File: src/rtl/board_sprite_renderer.sv
// board_sprite_renderer: scans a flat board vector against a shadow copy and,
// for each changed cell, streams a SPRITE_W x SPRITE_H sprite (selected by the
// cell value) from an external 1-cycle-latency ROM into the vga_adapter.
// Optional feature macro: BOARD_SPRITE_TRANSPARENT_EN. When it is defined,
// pixels whose colour equals TRANSPARENT_COLOUR are not plotted.
module board_sprite_renderer #(
  parameter int ROWS     = 6,
  parameter int COLS     = 7,
  parameter int CELL_W   = 2,
  parameter int SPRITE_W = 8,
  parameter int SPRITE_H = 8,
  parameter int X0       = 37,
  parameter int Y0       = 24,
  parameter int PITCH_X  = 13,
  parameter int PITCH_Y  = 13,
  parameter int X_W      = 8,
  parameter int Y_W      = 7,
  parameter int COLOUR_W = 3
`ifdef BOARD_SPRITE_TRANSPARENT_EN
  ,
  parameter logic [COLOUR_W-1:0] TRANSPARENT_COLOUR = '0
`endif
) (
  input  logic                                   CLOCK_50,
  input  logic                                   Resetn,
  input  logic [ROWS*COLS*CELL_W-1:0]            board,
  output logic [CELL_W-1:0]                      sprite_sel,
  output logic [$clog2(SPRITE_W*SPRITE_H)-1:0]   sprite_addr,
  input  logic [COLOUR_W-1:0]                    sprite_q,
  output logic [X_W-1:0]                         vga_x,
  output logic [Y_W-1:0]                         vga_y,
  output logic [COLOUR_W-1:0]                    vga_colour,
  output logic                                   vga_plot,
  output logic                                   busy,
  output logic [15:0]                            draw_count
);

  localparam int NCELL = ROWS * COLS;
  localparam int IDX_W = (NCELL > 1) ? $clog2(NCELL) : 1;
  localparam int ROW_W = (ROWS > 1) ? $clog2(ROWS) : 1;
  localparam int COL_W = (COLS > 1) ? $clog2(COLS) : 1;
  localparam int XC_W  = $clog2(SPRITE_W);
  localparam int YC_W  = $clog2(SPRITE_H);

  typedef enum logic [1:0] {S_SCAN, S_DRAW, S_DRAIN} state_t;

  state_t                    r_state;
  logic [NCELL*CELL_W-1:0]   r_board;
  logic [NCELL*CELL_W-1:0]   r_shadow;
  logic [IDX_W-1:0]          r_idx;
  logic [ROW_W-1:0]          r_row;
  logic [COL_W-1:0]          r_col;
  logic [CELL_W-1:0]         r_sel;
  logic [X_W-1:0]            r_ox;
  logic [Y_W-1:0]            r_oy;
  logic [XC_W-1:0]           r_xc;
  logic [YC_W-1:0]           r_yc;
  logic [X_W-1:0]            r_vx;
  logic [Y_W-1:0]            r_vy;
  logic                      r_plot;
  logic                      r_busy;
  logic [15:0]               r_count;

  logic [CELL_W-1:0]         w_cur;
  logic [CELL_W-1:0]         w_shd;
  logic [X_W-1:0]            w_ox;
  logic [Y_W-1:0]            w_oy;
  logic [IDX_W-1:0]          w_idx_nx;
  logic [ROW_W-1:0]          w_row_nx;
  logic [COL_W-1:0]          w_col_nx;

  assign w_cur = r_board[int'(r_idx)*CELL_W +: CELL_W];
  assign w_shd = r_shadow[int'(r_idx)*CELL_W +: CELL_W];
  // Row/column are tracked alongside idx so the origin needs only constant multiplies.
  assign w_ox  = X_W'(X0 + PITCH_X * int'(r_col));
  assign w_oy  = Y_W'(Y0 + PITCH_Y * int'(r_row));

  // Board input is registered once; the scan always compares against this copy.
  always_ff @(posedge CLOCK_50) begin
    r_board <= board;
  end

  // Next scan position: advance column, carry into row, wrap after the last cell.
  always_comb begin
    w_idx_nx = r_idx + 1'b1;
    w_row_nx = r_row;
    w_col_nx = r_col + 1'b1;
    if (r_col == COL_W'(COLS - 1)) begin
      w_col_nx = '0;
      w_row_nx = r_row + 1'b1;
    end
    if (r_idx == IDX_W'(NCELL - 1)) begin
      w_idx_nx = '0;
      w_row_nx = '0;
      w_col_nx = '0;
    end
  end

  // Scan/draw/drain sequencer with the one-cycle pixel pipeline aligned to sprite_q.
  always_ff @(posedge CLOCK_50 or negedge Resetn) begin
    if (!Resetn) begin
      r_state  <= S_SCAN;
      r_shadow <= '0;
      r_idx    <= '0;
      r_row    <= '0;
      r_col    <= '0;
      r_sel    <= '0;
      r_ox     <= '0;
      r_oy     <= '0;
      r_xc     <= '0;
      r_yc     <= '0;
      r_vx     <= '0;
      r_vy     <= '0;
      r_plot   <= 1'b0;
      r_busy   <= 1'b0;
      r_count  <= '0;
    end else begin
      r_plot <= (r_state == S_DRAW);
      if (r_state == S_DRAW) begin
        r_vx <= r_ox + X_W'(r_xc);
        r_vy <= r_oy + Y_W'(r_yc);
      end
      case (r_state)
        S_SCAN: begin
          if (w_cur != w_shd) begin
            r_sel   <= w_cur;
            r_ox    <= w_ox;
            r_oy    <= w_oy;
            r_xc    <= '0;
            r_yc    <= '0;
            r_busy  <= 1'b1;
            r_state <= S_DRAW;
          end else begin
            r_idx <= w_idx_nx;
            r_row <= w_row_nx;
            r_col <= w_col_nx;
          end
        end
        S_DRAW: begin
          r_xc <= r_xc + 1'b1;
          if (r_xc == XC_W'(SPRITE_W - 1)) begin
            r_yc <= r_yc + 1'b1;
            if (r_yc == YC_W'(SPRITE_H - 1)) begin
              r_state <= S_DRAIN;
            end
          end
        end
        S_DRAIN: begin
          // Record the value actually drawn so a newer board value is picked up later.
          r_shadow[int'(r_idx)*CELL_W +: CELL_W] <= r_sel;
          r_count <= r_count + 16'd1;
          r_idx   <= w_idx_nx;
          r_row   <= w_row_nx;
          r_col   <= w_col_nx;
          r_busy  <= 1'b0;
          r_state <= S_SCAN;
        end
        default: begin
          r_state <= S_SCAN;
        end
      endcase
    end
  end

  assign sprite_sel  = r_sel;
  assign sprite_addr = {r_yc, r_xc};
  assign vga_x       = r_vx;
  assign vga_y       = r_vy;
  assign vga_colour  = sprite_q;
  assign busy        = r_busy;
  assign draw_count  = r_count;

`ifdef BOARD_SPRITE_TRANSPARENT_EN
  assign vga_plot = r_plot & (sprite_q != TRANSPARENT_COLOUR);
`else
  assign vga_plot = r_plot;
`endif

endmodule
File: config.mk
export PLATFORM = sky130hd
export DESIGN_NAME = board_sprite_renderer
export DESIGN_NICKNAME = d
export VERILOG_FILES = /design/src/rtl/board_sprite_renderer.sv
export SDC_FILE = /design/constraint.sdc
export NUM_CORES = 1
export LEC_CHECK = 0
export CAP_MARGIN = 10
export CORE_ASPECT_RATIO = 1.2
export CORE_UTILIZATION = 50
export DETAILED_ROUTE_END_ITERATION = 16
export MAX_ROUTING_LAYER = met4
export PLACE_DENSITY = 0.76
export SLEW_MARGIN = 20
export SYNTH_ARGS = -nofsm -noshare
export SYNTH_HDL_FRONTEND = slang
export SYNTH_SLANG_ARGS = --single-unit
File: constraint.sdc
create_clock -name CLOCK_50 -period 2.9 [get_ports CLOCK_50]
set_input_delay 0.435 -clock CLOCK_50 [delete_from_list [all_inputs] [get_ports CLOCK_50]]
set_output_delay 0.435 -clock CLOCK_50 [all_outputs]
set_load 0.1 [all_outputs]
* Word level (Yosys, flattened, before mapping)
Index checks and enable logic that the tools add are counted.
Word-level totals: output and inout bits 44, memories kept 0, memory bits (read-only) 0, bits in latches 0, register bits 238, RAM bits 0, input bits 89, word-level logic and storage cells 75
Cells by class: bitwise logic cells 0, add/sub/neg operators 11, multiply operators 2, magnitude comparators 0, divide/modulo/power cells 0, multiplexer cells 22, reductions and logical operators 9, eq/ne operators 11, shift operators 4
Operators with widths (count):
- 84-bit by 8-bit variable part select with 2-bit output | 2
- 84-bit bitwise mux | 1
- 2-bit by 33-bit variable shift with 84-bit output (first input constant) | 1
- 2-bit by 33-bit variable part select with 84-bit output | 1
- 7-bit negation with 33-bit output | 1
- 3-bit two-way mux | 8
- 3-bit one-hot mux with 2 select lines | 4
- 16-bit by 1-bit adder with 16-bit output (second input constant) | 1
- 4-bit by 3-bit multiplier with 7-bit output (first input constant) | 2
- 3-bit by 1-bit adder with 3-bit output (second input constant) | 4
- 6-bit two-way mux | 2
- 6-bit one-hot mux with 2 select lines | 1
- 3-bit equality test (second input constant) | 3
- 6-bit by 7-bit adder with 8-bit output (first input constant) | 1
- 8-bit by 3-bit adder with 8-bit output | 1
- 2-bit AND reduction | 4
- 5-bit by 7-bit adder with 7-bit output (first input constant) | 1
- 7-bit by 3-bit adder with 7-bit output | 1
- 6-bit by 1-bit adder with 6-bit output (second input constant) | 1
- 6-bit equality test (second input constant) | 1
- 2-bit two-way mux | 3
- 3-bit AND reduction | 2
- 2-bit by 1-bit inequality test with 1-bit output (second input constant) | 2
- 2-bit inequality test (second input constant) | 2
- 8 further kinds | 9

* Longest topological paths before layout
Gate-level depths: netlist (run 1).
word-level depth 5, depth in mapped cells 14, depth with buffers taken out 9

* Worst setup path before layout (run 1)
Ideal clock, no wire load.
path type reg2reg, from register r_idx[0], to register r_shadow[66], required time 2.775 ns, library setup time 0.125 ns, path buffers 5, period minus slack after synthesis 3.188 ns, cell stages (with the launch flop) 12, data arrival time 3.064 ns, slack -0.288 ns, cell sequence dfrtp_1 -> buf_2 -> buf_6 -> buf_4 -> buf_1 -> nor3_1 -> nor3b_1 -> ha_1 -> clkbuf_1 -> or3_1 -> nor2_1 -> mux2_2
On the way: word-level cells in the longest chain between the ends 3, elaborated cells on any way between the ends 4, those cells by class add/sub: 1; shift: 2; mux: 1
RTL lines:
- from (decl) | RTL line 50 | logic [IDX_W-1:0] r_idx;
- from (signal assigned) | RTL line 134 | r_idx <= w_idx_nx;
- from (signal assigned) | RTL line 152 | r_idx <= w_idx_nx;
- 7-bit negation with 33-bit output * | RTL line 150 | r_shadow[int'(r_idx)*CELL_W +: CELL_W] <= r_sel;
- 2-bit by 33-bit variable part select with 84-bit output / 2-bit by 33-bit variable shift with 84-bit output (equally long branches) | RTL line 150
- 84-bit bitwise mux * | RTL line 150
- to (signal, indexed assignment) | RTL line 150
- to (decl) | RTL line 49 | logic [NCELL*CELL_W-1:0] r_shadow;
Every way passes the cells marked *; elsewhere a longest branch is shown, timed or not. A chain may end at the register's enable or synchronous reset.

* Final worst setup path (run 1)
from register r_idx[0], to register r_idx[1]
On the way: word-level cells in the longest chain between the ends 4, elaborated cells on any way between the ends 10, those cells by class add/sub: 1; eq/ne: 3; shift: 2; mux: 3; reduce/logical: 1
RTL lines:
- 84-bit by 8-bit variable part select with 2-bit output, or another cell as far along | RTL line 72 | assign w_cur = r_board[int'(r_idx)*CELL_W +: CELL_W];
- 2-bit inequality test / 6-bit two-way mux (equally long branches) | RTL line 125, 92
- 2-bit inequality test (no line) / 6-bit two-way mux (equally long branches)
- 2-bit AND reduction (no line) / 6-bit one-hot mux with 2 select lines (equally long branches)
Parallel ways exist; a longest one is shown, timed or not. The select of a mux whose other input is x is not followed.

==> results.md, run 1 <==
* Worst-Skew Late Latency at 520 ps
* Area grow syn2layout at 32.01%
* Syn_nets at 1007
* Fraction of registers with async set/reset at roughly two thirds
* Critical path type: reg2reg
* Top cell type's share of synthesized area at 36.69%
* Pleak at a little over 6 nW
* Peak supply drop at between 700 and 800 uV
* Sequential fraction of the synthesis area at between 50% and 60%
* Final setup margin at -349.3 ps
* Most common cell after layout, fill and taps aside: dfrtp_1
* Total GRT Usage at 25.15%
* Initial antenna violation count at 0
* Starting Density at 51.49%
* CP Max Fanout at 11
* CTS sink cnt at approximately 240
* CP required at ~3300 ps
* Hold EP: r_board[46]$_DFF_P_
* Final GP Congestion at roughly 0.95
* Final setup fails at 37
* Yosys warns at 0
* EDFF count, synth at 0
* Slew headroom at between 50% and 60%
* Mapped Area at between 10000 and 15000 um2
* Syn Area/Cell at ~12 um2
* Fin cells at 1370
* H-tree Lvls at 1
* Power Total at 10.78 mW
* DP Cell Count at 1321
* Placement Setup Slack at -325.3 ps
* Ports at around 130
* Antenna diodes at 0
* Hold Path Cell Cnt at 1
* Share of cells above drive strength 1 at approximately a third
* Post-synthesis register bit count at ~240
* Min cycle time layout at 3249 ps
* Clock slew at reported path FFs at 70 ps
* Residual DRC at 0
* Initial drt markers at around 450
* RR Endpoint: r_idx[1]$_DFFE_PN0P_
* Final period util at 112.0%
* Post-DP HPWL at between 15000 and 20000 um
* Routed via count at 7686
* CP max stage delay at 570 ps
* Hold Path Class: in2reg
* Synth area leader: dfrtp_1
* R2r startpoint: r_idx[0]$_DFFE_PN0P_
* DRT antenna net count at 0
* Crit path arrival time at 3690 ps
* Die Ht at ~160 um
* Max Cap Viol at 0
* First-pass DRT Iterations at 8
* Status: complete, but fails checks
* Core area at 20400 um2
* Die area at 21590 um2
* Ys flop type: dfrtp_1
* CTS tree: built
* WL final at approximately 26000 um
* Slowest-stage cell, CP: dfrtp_4
* Reg2Reg Setup Slack at -350 ps
* Clock Tree Root: clkbuf_16
* Top post-synthesis cells by area: dfrtp_1, dfxtp_1, mux2_2, mux4_2, ha_1
* Row cnt at 57
* CP startpoint kind: register
* CTS buffer count at 23
* Synth cell types at 60
* Global-route wire length before repair at 41140 um
* PortBufs at about 130
* Hold_sp: board[46]
* Most frequent cells in the layout: dfrtp_1, buf_4, nand2_1, clkdlybuf4s50_1, dfxtp_1
* # nets final at approximately 1200
* Final Max Tran Viols at 0
* Violated checks: setup timing
* Top cell family by delay on the critical path: compound AO/OA/AOI/OAI gates
* Tightest Pin Transition at 631.2 ps
* Skew final at ~11 ps
* Crit path buf inv count at 2
* Number of global-route vias before repair at around 8000
* Largest net degree at the start of global routing at 54
* Worst path cell trace: buf_12, mux2_2, a221oi_1, o211ai_1, a32oi_2, and3b_2, o31ai_4, and2_4, buf_6, mux2i_1
* Power per Cell Area at roughly 780 nW/um2
* Mapped Cells at 880
* Crit. End Element: register
* GRT overflow at 0
* Clock buffer depth at 3
* Setup repair after global routing missed its margin: yes
* Max Fclk at approximately 0.31 GHz
* Final Hold Fails at 0
* FF-to-FF path depth at 10
* Die span in x at between 100 and 150 um
* Wire per inst at ~19 um
* Vias per cell at around 5.6
* Post-layout util at 67.97%
cell type report:
type | count | area, um2
well taps | 265 | 331.6
flip-flops and latches | 238 | 5539
multi-input cells | 576 | 5010
inverters | 29 | 108.9
clock inverters | 6 | 58.81
fillers | 1464 | 6533
repair buffers | 221 | 2061
clock buffers | 35 | 755.7
cells in the mapped netlist (13+ instances only):
master and n:
dfxtp_1 84, nand2_1 95, xnor2_1 20, o21ai_0 38, mux4_2 28, mux2_2 81, nor2_1 63, nor3_1 16
clkbuf_1 16, ha_1 33, inv_1 28, nand3_1 16, xor2_1 18, mux2i_1 38, a21oi_1 13, dfrtp_1 154
timing repair:
action,4_1_cts,5_1_grt
pin swaps,4,8
gates cloned,0,2
hold buffers,1,0
resized for setup,10,69
hold endpoints to repair,50,0
setup endpoints to repair,45,85
setup buffers,3,5
worst max-delay path by stage:
| stage | start | endpoint | cells after the start |
|---|---|---|---|
| 2_1_floorplan | r_idx[0]$_DFFE_PN0P_ | r_ox[0]$_DFFE_PN0P_ | 12 |
| 3_3_place_gp | r_idx[0]$_DFFE_PN0P_ | r_col[2]$_DFFE_PN0P_ | 11 |
| 3_5_place_dp | r_idx[0]$_DFFE_PN0P_ | r_col[2]$_DFFE_PN0P_ | 10 |
| 4_1_cts | r_idx[0]$_DFFE_PN0P_ | r_ox[7]$_DFFE_PN0P_ | 11 |
| 5_1_grt | r_idx[0]$_DFFE_PN0P_ | r_idx[1]$_DFFE_PN0P_ | 10 |
| 6_report | r_idx[0]$_DFFE_PN0P_ | r_idx[1]$_DFFE_PN0P_ | 10 |
per-stage QoR:
stage	instance area, um2	hold slack, ps	TNS (ps)
finish	13860	353.7	-9130
detailed placement	12610	416.2	-7394
global placement	12610	415.3	-8127
global route	13860	341.4	-11530
CTS	13520	335.5	-5225
floorplan	10580	139.4	-250.8
state kept, by name, indices dropped and copies added, names as in the netlist, 3 cells and up:
register,count
r_ox,8
r_board,84
vga_x,8
r_xc,3
r_shadow,84
r_col,3
r_oy,7
draw_count,16
r_row,3
vga_y,7
r_yc,3
r_idx,6
per-layer routing:
metal | vias up | global-route usage (%) | routed length [um]
met5 | - | - | 0
met4 | 0 | 11.13 | 862
met3 | 77 | 3.819 | 1571
met2 | 309 | 43.41 | 13650
met1 | 3786 | 28.82 | 10140
li1 | 3514 | - | -
where the power goes:
part	internal, mW	switching [mW]
clock network	1.89	1.25
logic	1.50	2.35
registers	3.55	0.233
total	6.95	3.83
worst register-to-register path: cells and delay by family, from the launching register on:
kind | cells | cell delay [ps]
compound gates | 4 | 1250
flops | 1 | 570
mux | 2 | 530
simple gates | 2 | 510
buf+inv | 2 | 300
logic make-up after synthesis:
family                     after synthesis  synth area share, %
AOI/OAI and AO/OA                      102                6.469
xor gates and xnor gates                38                3.169
adders and majority gates               38                4.885
buffers and inverters                   66                2.895
DFF                                    238                52.70
muxes                                  155                19.20
and+or+nand+nor                        243                10.67
No activity file was read; power rests on OpenSTA's default activity.
==> inputs of run 2 (changes only) <==
--- a/config.mk
+++ b/config.mk
@@ -6,9 +6,9 @@
 export NUM_CORES = 1
 export LEC_CHECK = 0
 export CAP_MARGIN = 10
-export CORE_ASPECT_RATIO = 1.2
 export CORE_UTILIZATION = 50
 export DETAILED_ROUTE_END_ITERATION = 16
+export GPL_ROUTABILITY_DRIVEN = 0
 export MAX_ROUTING_LAYER = met4
 export PLACE_DENSITY = 0.76
 export SLEW_MARGIN = 20
==> run 2 against run 1 <==
  * Critical path depth up 1
  * Worst setup slack better by 75 ps
  * Highest routed layer unchanged
  * The flow still finishes with violations (setup timing)
  * Core utilization decreased by 0.34 points
  * Flip-flop and latch count did not move
==> results.md, run 2 (synthesis results as in run 1) <==
* Status: complete, but fails checks (unchanged)
* Violated checks: setup timing (unchanged)
* CP max stage delay at 570 ps (about the same)
* Max Cap Viol at 0 (unchanged)
* First-pass DRT Iterations at 5 (was 8)
* Residual DRC at 0 (unchanged)
* Antenna diodes at 0 (unchanged)
* Most frequent cells in the layout: dfrtp_1, buf_4, nand2_1, clkdlybuf4s50_1, dfxtp_1 (unchanged)
* Clock Tree Root: clkbuf_16 (unchanged)
* Die area at 21590 um2 (about the same)
* Number of global-route vias before repair at 7854 (was 8027)
* Multi-input logic area at 5010 um2 (unchanged)
* Placed cell area at 12500 um2 (was 12610 um2)
* Final Max Tran Viols at 0 (unchanged)
* Ports at 133 (unchanged)
* Die Ht at 146.9 um (was 160.8 um)
* Setup repair after global routing missed its margin: yes (unchanged)
* Slew headroom at 52.47% (was 57.92%)
* Slowest-stage cell, CP: dfrtp_4 (unchanged)
* Peak supply drop at 443.3 uV (was 756.1 uV)
* Worst-Skew Late Latency at 530 ps (was 520 ps)
* CTS sink cnt at 238 (unchanged)
* GRT overflow at 0 (unchanged)
* Row cnt at 52 (was 57)
* Critical path type: reg2reg (unchanged)
* Sequential cell area at 5539 um2 (unchanged)
* WL final at 25560 um (was 26230 um)
* Pleak at 6.183 nW (was 6.197 nW)
* Tightest Pin Transition at 712.9 ps (was 631.2 ps)
* CTS buffer count at 24 (was 23)
* Post-layout util at 67.63% (was 67.97%)
* Most common cell after layout, fill and taps aside: dfrtp_1 (unchanged)
* Crit path buf inv count at 3 (was 2)
* Top cell family by delay on the critical path: multiplexers (was compound AO/OA/AOI/OAI gates)
* PortBufs at 126 (unchanged)
* CP startpoint kind: register (unchanged)
* Initial drt markers at 420 (was 451)
* Fin area at 13820 um2 (was 13860 um2)
* Routed via count at 7588 (was 7686)
* # nets final at 1214 (was 1216)
* Final setup fails at 37 (unchanged)
* Total GRT Usage at 25.05% (was 25.15%)
* CP required at 3300 ps (was 3340 ps)
* Reg2Reg Setup Slack at -270 ps (was -350 ps)
* Hold Path Class: in2reg (unchanged)
* Area grow syn2layout at 31.56% (was 32.01%)
* Skew final at 15.97 ps (was 10.51 ps)
* Final Hold Fails at 0 (unchanged)
* Power per Cell Area at 768.6 nW/um2 (was 777.3 nW/um2)
* Final setup margin at -273.8 ps (was -349.3 ps)
* Global-route wire length before repair at 41570 um (was 41140 um)
* Vias per cell at 5.519 (was 5.610)
* H-tree Lvls at 1 (unchanged)
* Min cycle time layout at 3174 ps (was 3249 ps)
* Wire per inst at 18.59 um (was 19.14 um)
* DRT antenna net count at 0 (unchanged)
* Clock buffer depth at 3 (unchanged)
* CTS tree: built (unchanged)
* Crit. End Element: register (unchanged)
* Fin cells at 1375 (was 1370)
* DP Cell Count at 1312 (was 1321)
* Power Total at 10.62 mW (was 10.78 mW)
* Worst path cell trace: buf_12, mux4_2, mux2i_2, o2111ai_2, a32oi_2, xor2_2, nor3_4, nor3_4, buf_6, buf_12, mux2_4 (was buf_12, mux2_2, a221oi_1, o211ai_1, a32oi_2, and3b_2, o31ai_4, and2_4, buf_6, mux2i_1)
* Core area at 20430 um2 (was 20400 um2)
* Share of cells above drive strength 1 at 31.67% (was 31.76%)
* Starting Density at 51.41% (was 51.49%)
* Crit path arrival time at 3570 ps (was 3690 ps)
* CP Max Fanout at 8 (was 11)
* Clock slew at reported path FFs at 60 ps (was 70 ps)
* Final period util at 109.4% (was 112.0%)
* Largest net degree at the start of global routing at 76 (was 54)
* Max Fclk at 0.3151 GHz (was 0.3078 GHz)
* FILL cells at 1473 (was 1464)
* Die span in x at 146.9 um (was 134.3 um)
* Initial antenna violation count at 0 (unchanged)
* Post-DP HPWL at 17960 um (was 18630 um)
[run 2: power breakdown]
part | total (mW) | leakage [nW] | switching, mW | internal, mW
combinational | 3.85 | 3.02 | 2.34 | 1.51
clock | 2.98 | 0.385 | 1.26 | 1.72
sequential | 3.78 | 2.78 | 0.229 | 3.56
total | 10.6 | 6.18 | 3.83 | 6.79
[run 2: worst paths after layout]
| check | from | end | cells after the start |
|---|---|---|---|
| worst max-delay path | r_idx[0]$_DFFE_PN0P_ | r_oy[3]$_DFFE_PN0P_ | 11 |
| worst min-delay path | board[66] | r_board[66]$_DFF_P_ | 1 |
| worst max register to register | r_idx[0]$_DFFE_PN0P_ | r_oy[3]$_DFFE_PN0P_ | 11 |
| worst min register to register | vga_x[0]$_DFFE_PN0P_ | vga_x[0]$_DFFE_PN0P_ | 2 |
| max in group asynchronous | Resetn | r_shadow[57]$_DFFE_PN0P_ | 3 |
| min in group asynchronous | Resetn | vga_y[4]$_DFFE_PN0P_ | 2 |
[run 2: timing repair]
| action | 4_1_cts | 5_1_grt |
|---|---|---|
| endpoints found under the setup margin | 78 | 97 |
| hold buffers | 1 | 0 |
| gates resized for setup | 45 | 45 |
| gates cloned | 3 | 0 |
| pin swaps | 15 | 10 |
| hold endpoints to repair | 71 | 0 |
| setup buffers | 14 | 6 |
[run 2: cell type report]
type                    count  area share (%)
clock buffers              36           5.198
clock inverters             8          0.4075
inverters                  29          0.7878
multi-input cells         576           36.26
flip-flops and latches    238           40.09
well taps                 270           2.445
repair buffers            218           14.81
[run 2: metrics by stage]
stage          hold slack (ps)  setup TNS, ps  setup WS [ps]
2_1_floorplan            139.4         -250.8         -41.80
3_3_place_gp             459.6          -6173         -239.4
3_5_place_dp             464.2          -8278         -279.2
4_1_cts                  336.2          -4538         -237.7
5_1_grt                  337.2          -9696         -345.1
6_report                 352.2          -5704         -273.8
[run 2: layer usage]
layer	wire length [um]	up-vias	global-route usage [%]
met3	1402	55	4.193
met2	12610	259	40.26
met5	0	-	-
met4	685	0	7.680
li1	-	3515	-
met1	10860	3759	32.60
==> inputs of run 3 (changes only) <==
--- a/config.mk
+++ b/config.mk
@@ -10,7 +10,7 @@
 export DETAILED_ROUTE_END_ITERATION = 16
 export GPL_ROUTABILITY_DRIVEN = 0
 export MAX_ROUTING_LAYER = met4
-export PLACE_DENSITY = 0.76
+export PLACE_DENSITY = 0.78
 export SLEW_MARGIN = 20
 export SYNTH_ARGS = -nofsm -noshare
 export SYNTH_HDL_FRONTEND = slang
==> run 3 against run 2 <==
  * The flow still finishes with violations (setup timing)
  * Clock-buffer cell count fell by 1
  * Via count rose by 1.4%
  * Wire length rose by 1.9%
  * Core utilization fell by 0.43 points
  * First-iteration DRC count rose by 12%
  * Critical endpoint is now r_oy[4]$_DFFE_PN0P_
  * Highest routed layer unchanged
==> results.md, run 3 (synthesis results as in run 1) <==
* Status: complete, but fails checks (unchanged)
* Violated checks: setup timing (unchanged)
* Final Hold Slack at 352.7 ps (was 352.2 ps)
* Reg2Reg Setup Slack at -280 ps (was -270 ps)
* Die Ht at 146.9 um (unchanged)
* Worst-Skew Late Latency at 520 ps (was 530 ps)
* Psw at 3.807 mW (was 3.833 mW)
* Wire per inst at 18.85 um (was 18.59 um)
* Largest net degree at the start of global routing at 66 (was 76)
* Final period util at 109.7% (was 109.4%)
* FF-to-FF path depth at 12 (was 11)
* RR Endpoint: r_oy[4]$_DFFE_PN0P_ (was r_oy[3]$_DFFE_PN0P_)
* Hold Path Class: in2reg (unchanged)
* CP startpoint kind: register (unchanged)
* Vias per cell at 5.571 (was 5.519)
* DRT antenna net count at 0 (unchanged)
* First-pass DRT Iterations at 5 (unchanged)
* # nets final at 1220 (was 1214)
* Final Max Tran Viols at 0 (unchanged)
* CTS buffer count at 24 (unchanged)
* Final Hold Fails at 0 (unchanged)
* Slew headroom at 58.47% (was 52.47%)
* Power Total at 10.57 mW (was 10.62 mW)
* Crit path arrival time at 3570 ps (about the same)
* Internal power at 6.762 mW (was 6.786 mW)
* Number of global-route vias before repair at 8057 (was 7854)
* Critical path type: reg2reg (unchanged)
* Logic pwr share at 36.1% (was 36.3%)
* Most common cell after layout, fill and taps aside: dfrtp_1 (unchanged)
* Placed cell area at 12560 um2 (was 12500 um2)
* Crit path to: r_oy[4]$_DFFE_PN0P_ (was r_oy[3]$_DFFE_PN0P_)
* Crit. End Element: register (unchanged)
* Row cnt at 52 (unchanged)
* Fin area at 13730 um2 (was 13820 um2)
* WL final at 26040 um (was 25560 um)
* Core area at 20430 um2 (unchanged)
* Share of cells above drive strength 1 at 30.60% (was 31.67%)
* FILL cells at 1476 (was 1473)
* Clock power share at 28.1% (about the same)
* Final setup fails at 43 (was 37)
* CP Max Fanout at 8 (unchanged)
* Final setup margin at -282.2 ps (was -273.8 ps)
* CP required at 3290 ps (was 3300 ps)
* Starting Density at 51.41% (unchanged)
* Die span in x at 146.9 um (unchanged)
* Total GRT Usage at 25.19% (was 25.05%)
* Power per Cell Area at 769.7 nW/um2 (was 768.6 nW/um2)
* Clock Tree Root: clkbuf_16 (unchanged)
* Routed via count at 7694 (was 7588)
* Antenna diodes at 0 (unchanged)
* Skew final at 19.01 ps (was 15.97 ps)
* Clock buffer depth at 3 (unchanged)
* Tightest Pin Transition at 622.9 ps (was 712.9 ps)
* Ports at 133 (unchanged)
* CTS sink cnt at 238 (unchanged)
* GRT overflow at 0 (unchanged)
* PortBufs at 126 (unchanged)
* Global-route wire length before repair at 41660 um (was 41570 um)
* Max Fclk at 0.3142 GHz (was 0.3151 GHz)
* Peak supply drop at 489.4 uV (was 443.3 uV)
* Switching Fraction at 36.02% (was 36.09%)
* Initial drt markers at 472 (was 420)
* Multi-input logic area at 4921 um2 (was 5010 um2)
* Area grow syn2layout at 30.72% (was 31.56%)
* Clock slew at reported path FFs at 60 ps (about the same)
* Seq pwr share at 35.7% (was 35.6%)
* Post-layout util at 67.20% (was 67.63%)
* Sequential cell area at 5540 um2 (was 5539 um2)
* Initial antenna violation count at 0 (unchanged)
* Max Cap Viol at 0 (unchanged)
* Most frequent cells in the layout: dfrtp_1, buf_4, nand2_1, clkdlybuf4s50_1, dfxtp_1 (unchanged)
* Post-DP HPWL at 18400 um (was 17960 um)
* Die area at 21590 um2 (unchanged)
* Setup repair after global routing missed its margin: yes (unchanged)
* H-tree Lvls at 1 (unchanged)
* Min cycle time layout at 3182 ps (was 3174 ps)
* CTS tree: built (unchanged)
* Pleak at 6.129 nW (was 6.183 nW)
* Residual DRC at 0 (unchanged)
* R2r startpoint: r_idx[0]$_DFFE_PN0P_ (unchanged)
* Crit path launch: r_idx[0]$_DFFE_PN0P_ (unchanged)
[run 3: timing repair]
item / CTS / global route
cloned: 1 / 0
setup buffers: 14 / 6
endpoints found under the hold margin: 62 / 0
gates resized for setup: 43 / 19
setup endpoints to repair: 100 / 108
pin swaps: 10 / 12
hold buffers: 1 / 0
[run 3: stage by stage]
step | TNS [ps] | setup WS (ps) | instances
6_report | -6380 | -282.2 | 1381
5_1_grt | -14510 | -353.1 | 1381
4_1_cts | -4505 | -196.1 | 1378
3_5_place_dp | -13990 | -379.0 | 1320
3_3_place_gp | -10230 | -299.4 | 1320
2_1_floorplan | -250.8 | -41.80 | 880
[run 3: power groups by stage]
stage          clock, mW  sequential [mW]  combinational [mW]
2_1_floorplan          0             4.67                1.52
3_3_place_gp           0             3.88                3.38
3_5_place_dp           0             3.89                3.44
4_1_cts             3.04             3.77                3.72
5_1_grt             3.17             3.80                4.05
6_report            2.97             3.78                3.82
[run 3: routing by layer]
| layer | GRT usage, % | wire (um) | vias to the layer above |
|---|---|---|---|
| met5 | - | 0 | - |
| met4 | 8.093 | 799 | 0 |
| met3 | 4.720 | 1912 | 72 |
| met2 | 41.28 | 12660 | 307 |
| met1 | 31.64 | 10670 | 3788 |
| li1 | - | - | 3527 |
[run 3: critical path, cell delays in order (launching register included)]
cell and delay, ps:
dfrtp_4 520, buf_12 160, buf_8 130, mux2i_1 110, mux4_2 510, o211ai_1 260, a32oi_2 190, and3b_2 320
nor3_4 70, nor3_4 230, buf_6 140, buf_12 130, mux2_4 300
[run 3: how the worst min path moves through the flow]
stage | start | to | slack [ps] | cells past startpoint
2_1_floorplan | Resetn | busy$_DFFE_PN0P_ | 140 | 0
3_3_place_gp | r_shadow[70]$_DFFE_PN0P_ | r_shadow[70]$_DFFE_PN0P_ | 450 | 2
4_1_cts | board[70] | r_board[70]$_DFF_P_ | 340 | 1
5_1_grt | board[71] | r_board[71]$_DFF_P_ | 340 | 1
6_report | board[70] | r_board[70]$_DFF_P_ | 350 | 1
3_5_place_dp | Resetn | vga_y[4]$_DFFE_PN0P_ | 460 | 1
[run 3: area by class of cell]
| cell class | count | share of cell area, % |
|---|---|---|
| inverter | 29 | 0.7929 |
| clock buffer | 35 | 5.286 |
| sequential | 238 | 40.35 |
| clock inverter | 9 | 0.3463 |
| tap | 270 | 2.461 |
| multi-input combinational | 576 | 35.84 |
| timing repair buffer | 224 | 14.92 |
